File: config.mk
export PLATFORM = sky130hd
export DESIGN_NAME = sgmii_link_sequencer
export DESIGN_NICKNAME = d
export VERILOG_FILES = /design/src/rtl/sgmii_link_sequencer.sv
export SDC_FILE = /design/constraint.sdc
export NUM_CORES = 1
export LEC_CHECK = 0
export CORE_UTILIZATION = 44
export DETAILED_ROUTE_END_ITERATION = 7
export PLACE_DENSITY = 0.73
export REMOVE_ABC_BUFFERS = 1
export SLEW_MARGIN = 20
export SYNTH_ARGS = -nofsm -noshare
export SYNTH_HDL_FRONTEND = slang
export SYNTH_SLANG_ARGS = --single-unit
File: constraint.sdc
create_clock -name clk_clk -period 3.01 [get_ports clk_clk]
set_input_delay 0.4515 -clock clk_clk [delete_from_list [all_inputs] [get_ports clk_clk]]
set_output_delay 0.4515 -clock clk_clk [all_outputs]
set_load 0.02 [all_outputs]
File: src/rtl/sgmii_link_sequencer.sv
// EMAC1 SGMII PCS/LVDS SERDES bring-up sequencer: gates SERDES/PCS resets on PLL lock,
// waits for auto-negotiation, supervises the link with retry/backoff and exports status.
module sgmii_link_sequencer #(
    parameter int PLL_STABLE_CYC = 1024,
    parameter int SERDES_RST_CYC = 256,
    parameter int PCS_RST_CYC    = 64,
    parameter int AN_TIMEOUT_CYC = 1000000,
    parameter int LINK_DEB_CYC   = 128,
    parameter int BACKOFF_CYC    = 4096,
    parameter int MAX_RETRIES    = 8
) (
    input  logic        clk_clk,
    input  logic        reset_reset,
    input  logic        enable,
    input  logic        restart,
    input  logic        pll_locked,
    input  logic        pcs_link,
    input  logic        pcs_an_done,
    input  logic        set_1000,
    input  logic        set_100,
    input  logic        set_10,
    output logic        serdes_reset,
    output logic        pcs_reset,
    output logic        link_up,
    output logic [1:0]  speed,
    output logic        fail,
    output logic        irq,
    output logic [12:0] debug_status
);

    localparam logic [2:0] S_IDLE       = 3'd0;
    localparam logic [2:0] S_WAIT_PLL   = 3'd1;
    localparam logic [2:0] S_SERDES_RST = 3'd2;
    localparam logic [2:0] S_PCS_RST    = 3'd3;
    localparam logic [2:0] S_AN_WAIT    = 3'd4;
    localparam logic [2:0] S_LINK_UP    = 3'd5;
    localparam logic [2:0] S_BACKOFF    = 3'd6;
    localparam logic [2:0] S_FAIL       = 3'd7;

    localparam int M1      = (PLL_STABLE_CYC > SERDES_RST_CYC) ? PLL_STABLE_CYC : SERDES_RST_CYC;
    localparam int M2      = (M1 > PCS_RST_CYC) ? M1 : PCS_RST_CYC;
    localparam int M3      = (M2 > AN_TIMEOUT_CYC) ? M2 : AN_TIMEOUT_CYC;
    localparam int CNT_MAX = (M3 > BACKOFF_CYC) ? M3 : BACKOFF_CYC;
    localparam int CW      = $clog2(CNT_MAX) + 1;
    localparam int DW      = $clog2(LINK_DEB_CYC) + 1;

    logic [2:0]    state;
    logic [2:0]    state_n;
    logic [CW-1:0] cnt;
    logic [DW-1:0] deb;
    logic [3:0]    retries;
    logic          link_up_d;
    logic          pll_q;
    logic          an_q;
    logic          an_ok;
    logic          deb_hit;
    logic          pll_lost;
    logic          restart_hit;
    logic          moving;
    logic [1:0]    spd;

    assign an_ok       = pcs_link && pcs_an_done;
    assign restart_hit = enable && restart;
    assign pll_lost    = !pll_locked && (state >= S_SERDES_RST) && (state <= S_BACKOFF);

    always_comb begin
        spd = 2'b11;
        if (set_1000)     spd = 2'b10;
        else if (set_100) spd = 2'b01;
        else if (set_10)  spd = 2'b00;
    end

    // deb tracks "link good" while negotiating and "link lost" while up.
    always_comb begin
        deb_hit = 1'b0;
        if (state == S_AN_WAIT)      deb_hit = an_ok;
        else if (state == S_LINK_UP) deb_hit = !pcs_link;
    end

    always_comb begin
        state_n = state;
        if (!enable) begin
            state_n = S_IDLE;
        end else if (pll_lost || restart) begin
            state_n = S_WAIT_PLL;
        end else begin
            case (state)
                S_IDLE:       state_n = S_WAIT_PLL;
                S_WAIT_PLL:   if (pll_locked && cnt == CW'(PLL_STABLE_CYC)) state_n = S_SERDES_RST;
                S_SERDES_RST: if (cnt == CW'(SERDES_RST_CYC - 1)) state_n = S_PCS_RST;
                S_PCS_RST:    if (cnt == CW'(PCS_RST_CYC - 1)) state_n = S_AN_WAIT;
                S_AN_WAIT: begin
                    if (deb_hit && deb == DW'(LINK_DEB_CYC - 1))  state_n = S_LINK_UP;
                    else if (cnt == CW'(AN_TIMEOUT_CYC - 1))     state_n = S_BACKOFF;
                end
                S_LINK_UP:    if (deb_hit && deb == DW'(LINK_DEB_CYC - 1)) state_n = S_BACKOFF;
                S_BACKOFF: begin
                    if (retries >= 4'(MAX_RETRIES))          state_n = S_FAIL;
                    else if (cnt == CW'(BACKOFF_CYC - 1))    state_n = S_PCS_RST;
                end
                default:      state_n = state;
            endcase
        end
    end

    // A restart re-enters WAIT_PLL even from WAIT_PLL, so it counts as a transition.
    assign moving = (state_n != state) || restart_hit;

    always_ff @(posedge clk_clk) begin
        if (reset_reset) begin
            state        <= S_IDLE;
            cnt          <= '0;
            deb          <= '0;
            retries      <= 4'd0;
            fail         <= 1'b0;
            serdes_reset <= 1'b1;
            pcs_reset    <= 1'b1;
            link_up      <= 1'b0;
            link_up_d    <= 1'b0;
            speed        <= 2'b11;
            irq          <= 1'b0;
            pll_q        <= 1'b0;
            an_q         <= 1'b0;
        end else begin
            state <= state_n;
            if (moving) begin
                cnt <= '0;
                deb <= '0;
            end else begin
                if (state == S_WAIT_PLL && !pll_locked) cnt <= '0;
                else if (cnt != '1)                     cnt <= cnt + CW'(1);
                if (!deb_hit)       deb <= '0;
                else if (deb != '1) deb <= deb + DW'(1);
            end

            if (restart_hit) begin
                retries <= 4'd0;
                fail    <= 1'b0;
            end else if (moving) begin
                if (state_n == S_BACKOFF && retries != 4'hf) retries <= retries + 4'd1;
                else if (state_n == S_LINK_UP)               retries <= 4'd0;
                if (state_n == S_FAIL) fail <= 1'b1;
            end

            serdes_reset <= (state_n == S_IDLE) || (state_n == S_WAIT_PLL) ||
                            (state_n == S_SERDES_RST) || (state_n == S_FAIL);
            pcs_reset    <= !((state_n == S_AN_WAIT) || (state_n == S_LINK_UP));
            link_up      <= (state_n == S_LINK_UP);
            speed        <= (state_n == S_LINK_UP) ? spd : 2'b11;
            link_up_d    <= link_up;
            irq          <= link_up ^ link_up_d;
            pll_q        <= pll_locked;
            an_q         <= pcs_an_done;
        end
    end

    assign debug_status = {pll_q, an_q, fail, link_up, speed, retries, state};

endmodule

==> metrics.txt <==
RePlAce Congestion=0.889; Final Slew Violations=0; Comb power frac=6.0%; RSZ-0062 raised after global routing=false; first-pass GRT wire length=8290 um; GRT overflow=0; slew margin rel.=62.6%; maximum vdd drop=0.302 mV; switch share=20.0%; Cell variety after synth=57; EDFF count, synth=0; largest net degree at the start of global routing=22; final hold violation count=0; share of cells above drive strength 1=12.9%; family with the most delay on the worst path=compound AO/OA/AOI/OAI gates; Setup TNS=0 ns; register area share after synthesis=36.8%; final hold slack=0.475 ns; port bufs=29; Post-Syn Instances=293; Worst Tran Pin Value=0.557 ns; Die H=77.4 um; DR pass1 iterations=4; drt total wl=4790 um; Reg2Reg Launch Point=state[0]; ys async rst share=0%; flop-to-flop setup slack=0.31 ns; Worst Hold Depth=2; number of global-route vias before repair=1926; P_leak=0.00100 uW; Clk Tree Root Cell=clkbuf_8; TritonCTS Sinks=46; post-route ant nets=0; max-cap violations=0; Ys Warns=0; largest stage delay on the critical path=0.60 ns; CP Depth=8; GRT Util Overall=16.9%; Synth Cell Area=0.00250 sq mm; worst-path cell chain=nor3b_1 -> a31oi_1 -> a311oi_1 -> nand4_2 -> mux2_4 -> a21oi_2 -> a21boi_1 -> a221o_1; layout overhead on the synthesized area=18.0%; Hold Crit Class=flop to flop; Die X=77.4 um; DRT iter0 DRCs=85; WHS Endpoint=fail; critical path's slowest cell=dfxtp_1; vias post-DR=2064; WP data arrival=2.90 ns; clock slew at reported path FFs=0.08 ns; latest clock arrival within the worst-skew pair=0.30 ns; total core area=0.00551 sq mm; Setup crit start kind=flop; initial antenna violation count=0; switching power of the nets=250 uW; Commonest cells post-synth=46 x dfxtp_1, 43 x nor2_1, 22 x nand2_1, 15 x nand3_1, 12 x xor2_1; Initial Utilization=45.4%; Worst Setup SP=state[0]; CTS Buf Count=5; Post-CTS Setup Inserts=0; Worst Min Path Start=fail; Clk pwr share=44.8%; Min Clock Period, post-route=2.70 ns; drt drc=0; synthesized flop and latch total=46; CTS tree=built; CTS max path bufs=2; run status=finished, final reports clean; final worst-path cycle share=89.8%; Setup Skew=0.00758 ns; Worst Path Max Fanout=13; top cell type's share of synthesized area=36.8%; main flop type after synthesis=dfxtp_1; Ports=30; Final #Nets=333; Worst Path Buf+Inv=0; # diodes=0; hold buffers post-CTS=0; Setup crit end kind=flop; post_cts resized=0; Synth area leader=dfxtp_1; pwr dens=424 mW/mm^2; Critical Path RT=3.20 ns; FF-to-FF End=retries[2]; cell internal pwr=1000 uW; most common cell in the netlist=dfxtp_1; Flop pwr share=49.2%; DIE AREA=0.00599 sq mm; post-DP HPWL=3590 um; cells on worst reg2reg path=8; Fmax=370 MHz; final setup fails=0; row count=27; drt wl/cell=12.3 um; ranking of synthesized cells by area=dfxtp_1 37%, nor2_1 6.5%, xor2_1 4.2%; Syn Area/Cell=8.54 sq um; H-tree depth=2; Via-to-Cell Ratio=5.28; crit path kind=flop to flop
==> layout make-up <==
cell class / count / area (sq um)
Multi-Input combinational cell: 222 / 1440
Tap cell: 72 / 90.1
Sequential cell: 46 / 921
Inverter: 9 / 33.8
Timing Repair Buffer: 34 / 328
Clock inverter: 2 / 60.1
Fill cell: 516 / 2550
Clock buffer: 6 / 82.6
==> power by group through the flow <==
stage | Sequential [uW] | Clock (uW) | Combinational, uW
global placement | 630 | 0 | 73.7
global route | 617 | 592 | 82.1
CTS | 616 | 573 | 75.7
floorplan | 632 | 0 | 38.7
finish | 616 | 560 | 75.3
detailed placement | 631 | 0 | 75.0
==> through the flow <==
step / worst slack (ns) / power, uW / instances / area, sq um / util (%)
3_3_place_gp: 0.243 / 704 / 383 / 2810 / 51.1
4_1_cts: 0.364 / 1260 / 391 / 2950 / 53.6
2_1_floorplan: 0.592 / 671 / 277 / 2390 / -
3_5_place_dp: 0.158 / 706 / 383 / 2810 / 51.1
6_report: 0.306 / 1250 / 391 / 2950 / 53.6
5_1_grt: 0.123 / 1290 / 391 / 2950 / 53.6
==> metal layers <==
metal / vias to the layer above / GRT usage (%) / routed length, um
met2: 56 / 28.1 / 2190
met4: 0 / 5.85 / 59
met5: - / 0 / 0
met3: 7 / 3.41 / 257
met1: 943 / 21.6 / 2290
li1: 1058 / - / -
==> state kept, by name, indices dropped and copies added, names as in the netlist <==
signal,flops
cnt,21
deb,8
retries,4
state,3
speed,2
an_q,1
fail,1
irq,1
link_up,1
link_up_d,1
pcs_reset,1
pll_q,1
serdes_reset,1
==> tightest hold or removal path, cell delays in order (launching register included) <==
cell      delay [ns]
dfxtp_1         0.32
inv_1           0.05
a21boi_0        0.06
==> worst max path at each step <==
stage	endpoint
finish	retries[2]
global route	cnt[16]
CTS	cnt[16]
detailed placement	cnt[16]
global placement	cnt[16]
floorplan	cnt[16]
==> cell usage in the layout (no fill, tap or decap), types with 4 or more instances in the layout <==
| cell | netlist | layout |
|---|---|---|
| xor2_1 | 12 | 12 |
| buf_4 | 7 | 5 |
| nor2b_1 | 9 | 9 |
| dfxtp_1 | 46 | 46 |
| nor3_1 | 6 | 6 |
| a21oi_1 | 4 | 4 |
| xnor2_1 | 11 | 11 |
| ha_1 | 5 | 5 |
| clkbuf_8 | 0 | 6 |
| nand4_1 | 9 | 9 |
| nand2_1 | 22 | 22 |
| nor2_2 | 6 | 6 |
| inv_1 | 9 | 9 |
| o21ai_0 | 4 | 4 |
| and3_1 | 5 | 5 |
| nand2b_1 | 4 | 4 |
| nor2_1 | 43 | 43 |
| nand3_1 | 15 | 15 |
| clkdlybuf4s50_1 | 0 | 29 |
==> cell families after synthesis <==
| kind of cell | synth area share (%) |
|---|---|
| and+or+nand+nor | 34.1 |
| DFF | 36.8 |
| AOI/OAI and AO/OA | 9.70 |
| buffers and inverters | 5.70 |
| xor gates and xnor gates | 8.05 |
| muxes | 3.15 |
| adders and majority gates | 2.50 |
Power figures use the tool's default switching activity.
